===== config.mk =====
export PLATFORM = sky130hd
export DESIGN_NAME = reset_sequencer
export DESIGN_NICKNAME = d
export VERILOG_FILES = /design/src/rtl/reset_seq_pkg.sv /design/src/rtl/rst_hold_counter.sv /design/src/rtl/reset_sequencer.sv
export SDC_FILE = /design/constraint.sdc
export NUM_CORES = 1
export LEC_CHECK = 0
export ABC_AREA = 0
export CAP_MARGIN = 15
export CORE_ASPECT_RATIO = 0.7
export CORE_MARGIN = 8
export CORE_UTILIZATION = 30
export CTS_CLUSTER_SIZE = 14
export DETAILED_ROUTE_END_ITERATION = 12
export GPL_TIMING_DRIVEN = 0
export PLACE_DENSITY = 0.56
export SYNTH_ARGS = -nofsm -noshare
export SYNTH_HDL_FRONTEND = slang
export SYNTH_SLANG_ARGS = --single-unit

===== constraint.sdc =====
create_clock -name clk -period 1.9 [get_ports clk]
set_input_delay 0.38 -clock clk [delete_from_list [all_inputs] [get_ports clk]]
set_output_delay 0.38 -clock clk [all_outputs]
set_load 0.005 [all_outputs]

===== src/rtl/reset_seq_pkg.sv =====
// Shared types and sizing helpers for the reset sequencer.
package reset_seq_pkg;

  typedef enum logic [1:0] {
    ST_HOLD    = 2'd0,
    ST_RELEASE = 2'd1,
    ST_RUN     = 2'd2,
    ST_SOFT    = 2'd3
  } rst_state_e;

  // Counter must reach the larger of the two terminal values without wrapping.
  function automatic int unsigned cnt_width(input int unsigned hold, input int unsigned gap);
    int unsigned m;
    m = (hold > gap) ? hold : gap;
    return $clog2(m + 1);
  endfunction

endpackage


===== src/rtl/rst_hold_counter.sv =====
// Clear/enable up-counter that flags when its count equals a runtime limit.
module rst_hold_counter #(
  parameter int unsigned W = 3
) (
  input  logic         clk_i,
  input  logic         reset_i,
  input  logic         clr_i,
  input  logic         en_i,
  input  logic [W-1:0] limit_i,
  output logic         terminal_o
);

  logic [W-1:0] count_q, count_d;

  always_comb begin
    count_d = count_q;
    if (clr_i)     count_d = '0;
    else if (en_i) count_d = count_q + W'(1);
  end

  always_ff @(posedge clk_i) begin
    if (reset_i) count_q <= '0;
    else         count_q <= count_d;
  end

  assign terminal_o = (count_q == limit_i);

endmodule


===== src/rtl/reset_sequencer.sv =====
// Holds all downstream reset domains, then releases them one by one in index order.
// Soft re-sequence (SOFT state, soft_ack) is compiled in with RSTSEQ_SOFT_RESET_EN.
module reset_sequencer
  import reset_seq_pkg::*;
#(
  parameter int unsigned HOLD_CYCLES = 6,
  parameter int unsigned NUM_STAGES  = 3,
  parameter int unsigned STAGE_GAP   = 4
) (
  input  logic                  clk,
  input  logic                  reset,
  input  logic                  soft_req,
  output logic                  soft_ack,
  output logic [NUM_STAGES-1:0] stage_resetn,
  output logic                  all_ready,
  output logic [1:0]            state
);

  localparam int unsigned CW = cnt_width(HOLD_CYCLES, STAGE_GAP);
  localparam int unsigned IW = $clog2(NUM_STAGES + 1);

  rst_state_e            state_q, state_d;
  logic [NUM_STAGES-1:0] stage_q, stage_d;
  logic                  ready_q, ready_d;
  logic                  ack_q, ack_d;
  logic [IW-1:0]         idx_q, idx_d;
  logic [CW-1:0]         cnt_limit;
  logic                  cnt_clr, cnt_en, cnt_term;
  logic                  last_done;

`ifdef RSTSEQ_SOFT_RESET_EN
  logic soft_q, soft_d;
`else
  logic unused_soft_req;
  assign unused_soft_req = soft_req;
`endif

  assign last_done = (idx_q == IW'(NUM_STAGES));
  assign cnt_limit = (state_q == ST_RELEASE) ? CW'(STAGE_GAP - 1) : CW'(HOLD_CYCLES - 1);
  assign cnt_en    = (state_q != ST_RUN);
  // Restart the count on every terminal and on every state change.
  assign cnt_clr   = cnt_term || (state_d != state_q);

  rst_hold_counter #(.W(CW)) u_cnt (
    .clk_i      (clk),
    .reset_i    (reset),
    .clr_i      (cnt_clr),
    .en_i       (cnt_en),
    .limit_i    (cnt_limit),
    .terminal_o (cnt_term)
  );

  always_ff @(posedge clk) begin
    if (reset) begin
      state_q <= ST_HOLD;
      stage_q <= '0;
      ready_q <= 1'b0;
      ack_q   <= 1'b0;
      idx_q   <= '0;
`ifdef RSTSEQ_SOFT_RESET_EN
      soft_q  <= 1'b0;
`endif
    end else begin
      state_q <= state_d;
      stage_q <= stage_d;
      ready_q <= ready_d;
      ack_q   <= ack_d;
      idx_q   <= idx_d;
`ifdef RSTSEQ_SOFT_RESET_EN
      soft_q  <= soft_d;
`endif
    end
  end

  always_comb begin
    state_d = state_q;
    case (state_q)
      ST_HOLD, ST_SOFT: if (cnt_term) state_d = ST_RELEASE;
      ST_RELEASE:       if (last_done) state_d = ST_RUN;
      ST_RUN: begin
`ifdef RSTSEQ_SOFT_RESET_EN
        if (soft_req) state_d = ST_SOFT;
`endif
      end
      default: state_d = ST_HOLD;
    endcase
  end

  // Next values of the registered outputs, index and soft-origin flag.
  always_comb begin
    stage_d = stage_q;
    ready_d = ready_q;
    ack_d   = 1'b0;
    idx_d   = idx_q;
`ifdef RSTSEQ_SOFT_RESET_EN
    soft_d  = soft_q;
`endif
    case (state_q)
      ST_HOLD, ST_SOFT: begin
        if (cnt_term) begin
          stage_d = NUM_STAGES'(1);
          idx_d   = IW'(1);
        end
      end
      ST_RELEASE: begin
        if (last_done) begin
          ready_d = 1'b1;
`ifdef RSTSEQ_SOFT_RESET_EN
          ack_d   = soft_q;
          soft_d  = 1'b0;
`endif
        end else if (cnt_term) begin
          stage_d = stage_q | (NUM_STAGES'(1) << idx_q);
          idx_d   = idx_q + IW'(1);
        end
      end
      ST_RUN: begin
`ifdef RSTSEQ_SOFT_RESET_EN
        if (soft_req) begin
          stage_d = '0;
          ready_d = 1'b0;
          idx_d   = '0;
          soft_d  = 1'b1;
        end
`endif
      end
      default: ;
    endcase
  end

  assign stage_resetn = stage_q;
  assign all_ready    = ready_q;
  assign soft_ack     = ack_q;
  assign state        = state_q;

endmodule


Yosys cells after proc, flatten, opt, wreduce, memory -nomap -nowiden

Cells that the tools add are included.

Register bits: 11
Latch bits: 0
Bits in writable memories: 0
Bits in read-only memories: 0
Output and inout bits: 7
Word-level logic and storage cells: 37
Memories: 0

Add/subtract/negate cells: 2
Multiply operators: 0
Divide/modulo/power cells: 0
Order comparisons: 0
Equality and inequality tests: 9
Shifts and indexed selects: 1
Multiplexer cells: 12
Bitwise operators: 1
Reductions and logical operators: 7

Operators with widths:

| kind                  | count |
|---|---|
| $mux W3               | 4 |
| $mux W2               | 5 |
| $ne A2 B2 Y1 const B  | 4 |
| $pmux W2 S2           | 2 |
| $pmux W3 S2           | 1 |
| $eq A2 B2 Y1 const B  | 2 |
| $reduce_and A4 Y1     | 1 |
| $reduce_or A2 Y1      | 2 |
| $add A3 B1 Y3 const B | 1 |
| $eq A3 B3 Y1          | 1 |
| $or A3 B3 Y3          | 1 |
| $shl A1 B2 Y3 const A | 1 |
| $add A2 B1 Y2 const B | 1 |
| $eq A2 B1 Y1 const B  | 1 |
| $logic_not A2 Y1      | 1 |
| $ne A2 B2 Y1          | 1 |
| $reduce_and A2 Y1     | 1 |
| $reduce_bool A2 Y1    | 1 |
| $logic_or A1 B1 Y1    | 1 |

Depth between registers and ports, before layout

Gate-level depths: netlist of the first run.

Depth after elaboration: 8
Depth in mapped cells: 7
Gate-level depth less buffers: 6

Cells and area by module

Synthesis of the first run repeated with hierarchy kept, for this count alone.

Cells, all modules: 72
Area total of the unflattened synthesis: 719.4 sq um

Modules (own cells, without submodules):

| module           | instances | cells each | area each (sq um) | seq. area each (sq um) |
|---|---|---|---|---|
| reset_sequencer  | 1         | 56         | 556.8             | 160.2 |
| rst_hold_counter | 1         | 16         | 162.7             | 60.1 |

Worst setup path after synthesis of the first run

No wires, ideal clock.

Path type: register -> register
Start: reg state_q[1] (netlist: state[1])
End: reg u_cnt.count_q[1]
Arrival: 1.482 ns
Data required time: 1.822 ns
Setup slack: 0.340 ns
Stages on the path, launching flop included: 7
Path buffers: 0
Period minus slack after synthesis: 1.560 ns
Cell sequence: dfxtp_1 inv_1 ha_1 and3b_1 o21a_1 a211o_1 nor3_1

Longest elaborated chain between the ends: 8
Elaborated cells on any way between the ends: 13

RTL lines:

| what                              | RTL line                                     | source |
|---|---|---|
| from (decl)                       | reset_sequencer.sv:22                        | `rst_state_e state_q, state_d;` |
| from (signal assigned)            | reset_sequencer.sv:64                        | `state_q <= state_d;` |
| $eq A2 B1 Y1                      | reset_sequencer.sv:39, reset_sequencer.sv:77 |  |
| $mux W3                           | reset_sequencer.sv:39                        | `assign cnt_limit = (state_q == ST_RELEASE) ? CW'(STAGE_GAP - 1) : CW'(HOLD_CYCLES - 1);` |
| $eq A3 B3 Y1                      | rst_hold_counter.sv:26                       | `assign terminal_o = (count_q == limit_i);` |
| $mux W2                           | reset_sequencer.sv:78                        | `ST_HOLD, ST_SOFT: if (cnt_term) state_d = ST_RELEASE;` |
| $pmux W2 S2                       | reset_sequencer.sv:77                        | `case (state_q)` |
| $ne A2 B2 Y1                      | reset_sequencer.sv:42                        | `assign cnt_clr = cnt_term \|\| (state_d != state_q);` |
| $logic_or A1 B1 Y1                | reset_sequencer.sv:42                        |  |
| $reduce_or A2 Y1 (no source line) | n/a                                          |  |
| to (signal assigned)              | rst_hold_counter.sv:23                       | `else count_q <= count_d;` |
| to (decl)                         | rst_hold_counter.sv:13                       | `logic [W-1:0] count_q, count_d;` |

Parallel ways exist; a longest one is shown, timed or not.
A chain may end at the register's enable or synchronous reset.

Worst setup path after layout of the first run

Start: reg state_q[1] (netlist: state[1])
End: reg u_cnt.count_q[2]

Same word-level chain as after synthesis.

==> results of run 1 <==
## how the worst max path moves through the flow
stage | start | end | cells after the start
6_report | state[1]$_SDFF_PP0_ | u_cnt.count_q[2]$_SDFFE_PP0P_ | 6
4_1_cts | state[0]$_SDFF_PP0_ | stage_resetn[0]$_SDFFE_PP0P_ | 5
3_3_place_gp | state[1]$_SDFF_PP0_ | u_cnt.count_q[1]$_SDFFE_PP0P_ | 6
3_5_place_dp | state[0]$_SDFF_PP0_ | stage_resetn[0]$_SDFFE_PP0P_ | 5
5_1_grt | state[1]$_SDFF_PP0_ | u_cnt.count_q[0]$_SDFFE_PP0P_ | 6
2_1_floorplan | state[1]$_SDFF_PP0_ | u_cnt.count_q[1]$_SDFFE_PP0P_ | 6
## sequential cells by signal, indices dropped and copies added, names as in the netlist
name,count
state,2
all_ready,1
stage_resetn,3
idx_q,2
u_cnt.count_q,3
## through the flow
stage	std cells	power, mW	hold slack (ns)	setup slack, ns
CTS	116	0.488	0.490	0.189
detailed placement	112	0.325	0.469	0.211
finish	116	0.483	0.499	0.202
global route	116	0.516	0.513	0.00597
floorplan	73	0.305	0.449	0.340
global placement	112	0.324	0.458	0.233
## cell families (layout without fill, tap and decap cells)
family	after synthesis	after routing
AO/OA/AOI/OAI	15	15
XOR/XNOR	2	2
adder cells (fa/ha/maj)	8	8
buffers and inverters	7	18
flip-flops	11	11
multiplexers	1	1
other	1	1
AND/OR/NAND/NOR	28	28
## cell usage after synthesis (all sizes together) (2+ instances only)
library cell  instances  area, um2
buf                   2       18.8
a21oi                 4       20.0
dfxtp                11        220
a31oi                 3       18.8
a211oi                3       22.5
nor3b                 2       20.0
ha                    8        100
nor2b                 2       12.5
nand3b                2       15.0
nor3                  5       30.0
nor2                 10       37.5
inv                   5       18.8
## power groups by stage
stage | combinational (mW) | sequential (mW) | clock (mW)
4_1_cts | 0.0635 | 0.256 | 0.168
3_5_place_dp | 0.0631 | 0.262 | 0
2_1_floorplan | 0.0471 | 0.258 | 0
3_3_place_gp | 0.0628 | 0.262 | 0
6_report | 0.0643 | 0.256 | 0.163
5_1_grt | 0.0729 | 0.259 | 0.185
## per-layer routing
| layer | up-vias | track usage (%) |
|---|---|---|
| met5 | - | 0 |
| met4 | 0 | 1.74 |
| met3 | 0 | 4.32 |
| met2 | 10 | 8.60 |
| met1 | 232 | 10.3 |
| li1 | 281 | - |
## worst max-delay path: stages (launching register included)
cell     delay, ns
dfxtp_1       0.44
inv_1         0.09
ha_1          0.24
and3b_1       0.20
o21a_1        0.17
a211o_1       0.31
nor3_1        0.18
## area by class of cell
| type | count | area (um2) |
|---|---|---|
| Fill cell | 228 | 1310 |
| Multi-Input combinational cell | 55 | 412 |
| Sequential cell | 11 | 220 |
| Timing Repair Buffer | 7 | 70.1 |
| Tap cell | 32 | 40.0 |
| Clock buffer | 4 | 26.3 |
| Buffer | 2 | 18.8 |
| Inverter | 5 | 18.8 |
## repair_timing
item,4_1_cts,5_1_grt
setup buffers,0,0
gates resized for setup,0,1
setup endpoints to repair,0,1
==> results.md, run 1 <==
- Xor and xnor fraction of the mapped netlist area: 2.64%
- Metal2 WL: 456 um
- Sequential share of power: 53.0%
- CTS Buf Count: 3
- WL met1: 745 um
- Ys async rst share: 0%
- Gate power share: 13.3%
- IR drop worst, VDD: 253 uV
- Gr usage total: 7.23%
- HP Start: all_ready$_SDFFE_PP0P_
- Initial antenna violation count: 0
- Fin. max-slew vios: 0
- P_int: 0.356 mW
- Clk Latency, worst-skew pair: 0.26 ns
- RD Place Congestion: 0.745
- Total routed wirelength: 1.30 mm
- Gate Count Post-Synth: 73
- Die Y: 55.3 um
- Tcrit/Tclk final: 89.4%
- Vias post-DR: 523
- Largest net degree at the start of global routing: 11
- Most used DFF post-synth: dfxtp_1
- Cell Pwr Density: 600 nW/um2
- Die area: 3990 um2
- Final nets: 96
- Sw Share: 26.3%
- Half-perimeter wire length after placement: 1.02 mm
- Root buf cell: clkbuf_4
- Mapped Avg Cell Area: 9.08 um2
- Row count: 14
- Post-Layout Inst Area: 806 um2
- P&R area growth vs syn: 21.5%
- Mux share of post-synthesis cell area: 1.51%
- Worst-case clock buffer depth: 2
- Post-Synth Adder-Cell Area: 15.1%
- Antenna viol nets, final: 0
- WL/cell: 11.2 um
- Worst R2R End: u_cnt.count_q[2]$_SDFFE_PP0P_
- Max_cap viols: 0
- Placed cell area: 773 um2
- Post-Syn Area: 663 um2
- Reg2reg setup slack: 0.20 ns
- Setup-failing EPs final: 0
- Final hold vios: 0
- Largest family of logic cells by synthesized area: simple AND/OR/NAND/NOR gates
- # port buffers: 7
- Clock tree from TritonCTS: built
- Core footprint: 2120 um2
- P_sw: 0.127 mW
- Worst Reg-to-Reg Cells: 6
- Pre-Repair DR Iteration Count: 4
- Most frequent cells in the layout: dfxtp_1, nor2_1, ha_1, clkdlybuf4s50_1, inv_1
- Starting Density: 31.3%
- WHS Endpoint: all_ready$_SDFFE_PP0P_
- Crit path required time: 2.09 ns
- Critical Path Sink Type: flip-flop
- Worst hold path depth: 2
- Setup TNS: 0 ns
- Fraction of layout cells with a size suffix above 1: 10.7%
- Most common cell after layout, fill and taps aside: dfxtp_1
- Leak Pwr: 0.297 nW
- H-tree depth: 1
- Diodes inserted: 0
- Clock Sink Count: 11
- Clock power frac: 33.7%
- Syn_nets: 84
- Met3 WL: 98 um
- Crit path kind: flip-flop to flip-flop
- Post-synth EDFFs: 0
- Highest Clock Rate: 589 MHz
- Part of the Yosys area used for sequential elements: 33.2%
- Clock-pin slew on the worst setup and hold paths: 0.08 ns
- #FFs+latches synth: 11
- # hold bufs at CTS: 0
- First-pass GRT wire length: 2.33 mm
- Drt via density: 4.51
- Yosys cell types: 31
- Yosys warnings: 0
- RR Startpoint: state[1]$_SDFF_PP0_
- Simple-gate share of the synthesized area: 25.8%
- RSZ-0062 raised after global routing: no
- Worst-path maximum fanout: 7
- Vias in the first global route: 481
- Status: finished, final reports clean
- WP data arrival: 1.89 ns
- Compound-Gate Fraction of Synth Area: 15.5%
- Utilization after layout: 38.0%
- Hold crit path type: flip-flop to flip-flop
- Initial DRC Count: 4
- Final period demand of the worst path: 1.70 ns
- Overflow after GRT: 0
- DR top layer: met3
- Startpoint types: flip-flop
- Final Skew: 0.00213 ns
- Die W: 72.2 um
- DRC: 0
- I/O Pins: 10
Note: power is estimated with default switching activity, not from simulation.
==> run 2: changes to the inputs <==
--- a/config.mk
+++ b/config.mk
@@ -14,6 +14,7 @@
 export DETAILED_ROUTE_END_ITERATION = 12
 export GPL_TIMING_DRIVEN = 0
 export PLACE_DENSITY = 0.56
+export SLEW_MARGIN = 10
 export SYNTH_ARGS = -nofsm -noshare
 export SYNTH_HDL_FRONTEND = slang
 export SYNTH_SLANG_ARGS = --single-unit
==> constraint.sdc (replaced) <==
create_clock -name clk -period 2.1 [get_ports clk]
set_input_delay 0.42 -clock clk [delete_from_list [all_inputs] [get_ports clk]]
set_output_delay 0.42 -clock clk [all_outputs]
set_load 0.005 [all_outputs]
==> results.md, run 2 (synthesis results as in run 1) <==
- Status: finished, final reports clean
- Filler cells: 228
- Reg2reg setup slack: 0.39 ns
- Cell Pwr Density: 549 nW/um2
- Slowest cell on the critical path: dfxtp_1
- Clk Latency, worst-skew pair: 0.27 ns
- Met3 Usage GRT: 4.32%
- Met1 Resource Use GR: 10.3%
- Drt via density: 4.44
- Die W: 72.2 um
- Diodes inserted: 0
- IR drop worst, VDD: 230 uV
- WL/cell: 11.2 um
- Clock-pin slew on the worst setup and hold paths: 0.08 ns
- Final nets: 96
- Crit path required time: 2.27 ns
- Most common cell after layout, fill and taps aside: dfxtp_1
- Worst-path maximum fanout: 6
- Fraction of layout cells with a size suffix above 1: 10.7%
- P_sw: 0.117 mW
- Placed Cells: 112
- GRT Max-Usage Layer: met1
- Starting Density: 31.3%
- Crit path buf inv count: 1
- First-pass GRT wire length: 2.33 mm
- Largest delay share family, worst path: flip-flops
- Setup TNS: 0 ns
- Antenna viol nets, final: 0
- Die area: 3990 um2
- Final hold vios: 0
- Final worst hold slack: 0.482 ns
- CTS Buf Count: 3
- Pre-Repair DR Iteration Count: 2
- Sw Share: 26.6%
- # hold bufs at CTS: 0
- Reg area: 220 um2
- Core footprint: 2120 um2
- Gr usage total: 7.23%
- Half-perimeter wire length after placement: 1.02 mm
- Resize count post-CTS: 0
- Area of the multi-input gates: 405 um2
- RSZ-0062 raised after global routing: no
- Crit path kind: flip-flop to flip-flop
- DRC: 0
- Final Skew: 0.00124 ns
- Clock tree from TritonCTS: built
- P&R area growth vs syn: 20.6%
- Most frequent cells in the layout: dfxtp_1, nor2_1, ha_1, clkdlybuf4s50_1, inv_1
- Crit-path cells: inv_1 > ha_1 > nor3_2 > nor2_1 > a221oi_1
- Clock power frac: 34.2%
- Highest Clock Rate: 584 MHz
- Overflow after GRT: 0
- Fin. max-slew vios: 0
- Die Y: 55.3 um
- Vias post-DR: 515
- Startpoint types: flip-flop
- Vias in the first global route: 481
- Initial antenna violation count: 0
- Tcrit/Tclk final: 81.5%
- Critical Path Sink Type: flip-flop
- Gate power share: 13.0%
- Post-CTS Setup Repair Bufs: 0
- Max stage delay on crit path: 0.45 ns
- RD Place Congestion: 0.745
- Largest net degree at the start of global routing: 11
- Setup-failing EPs final: 0
- I/O Pins: 10
- Clock Sink Count: 11
- Row count: 14
- Total routed wirelength: 1.30 mm
- Post-Layout Cell Count: 116
- # port buffers: 7
- WP data arrival: 1.89 ns
- Sequential share of power: 52.8%
- H-tree depth: 1
- Worst-case clock buffer depth: 2
- Final period demand of the worst path: 1.71 ns
- Initial DRC Count: 2
- Hold crit path type: flip-flop to flip-flop
- Met2 Use GR: 8.60%
- Max_cap viols: 0
- Root buf cell: clkbuf_4
- P_int: 0.322 mW
- Leak Pwr: 0.297 nW
[run 2: area by class of cell]
cell class / instances / area share [%]
flip-flops and latches: 11 / 27.5
well taps: 32 / 5.01
plain buffers: 2 / 2.35
clock buffers: 4 / 3.29
inverters: 5 / 2.35
repair buffers: 7 / 8.76
multi-input cells: 55 / 50.7
[run 2: routing by layer]
| metal | wire (um) | up-vias | share of wire (%) |
|---|---|---|---|
| met1 | 750 | 225 | 58 |
| li1 | - | 280 | - |
| met5 | 0 | - | 0 |
| met4 | 0 | 0 | 0 |
| met3 | 98 | 0 | 7.6 |
| met2 | 448 | 10 | 35 |
[run 2: path summary, 6_finish.rpt]
check | cells after the start | start | end
hold / removal | 2 | all_ready$_SDFFE_PP0P_ | all_ready$_SDFFE_PP0P_
setup reg to reg | 5 | state[0]$_SDFF_PP0_ | stage_resetn[0]$_SDFFE_PP0P_
setup / recovery | 5 | state[0]$_SDFF_PP0_ | stage_resetn[0]$_SDFFE_PP0P_
hold reg to reg | 2 | all_ready$_SDFFE_PP0P_ | all_ready$_SDFFE_PP0P_
[run 2: power by group through the flow]
| stage | Sequential (mW) | Clock [mW] | Combinational (mW) |
|---|---|---|---|
| after detailed placement | 0.237 | 0 | 0.0571 |
| after global placement | 0.237 | 0 | 0.0568 |
| after floorplan | 0.234 | 0 | 0.0426 |
| after global routing | 0.234 | 0.167 | 0.0655 |
| final | 0.232 | 0.150 | 0.0570 |
| after CTS | 0.232 | 0.152 | 0.0575 |
[run 2: through the flow]
step / cell area [um2] / setup WS, ns / total power, mW / util [%]
after floorplan: 663 / 0.540 / 0.276 / -
after global placement: 773 / 0.433 / 0.293 / 36.5
after detailed placement: 773 / 0.411 / 0.294 / 36.5
after CTS: 800 / 0.389 / 0.441 / 37.7
after global routing: 800 / 0.183 / 0.466 / 37.7
final: 800 / 0.388 / 0.439 / 37.7
[run 2: worst min-delay path: cells and delay by family, from the launching register on]
kind            cells  cell delay, ns
compound gates      1            0.04
flops               1            0.34
simple gates        1            0.07
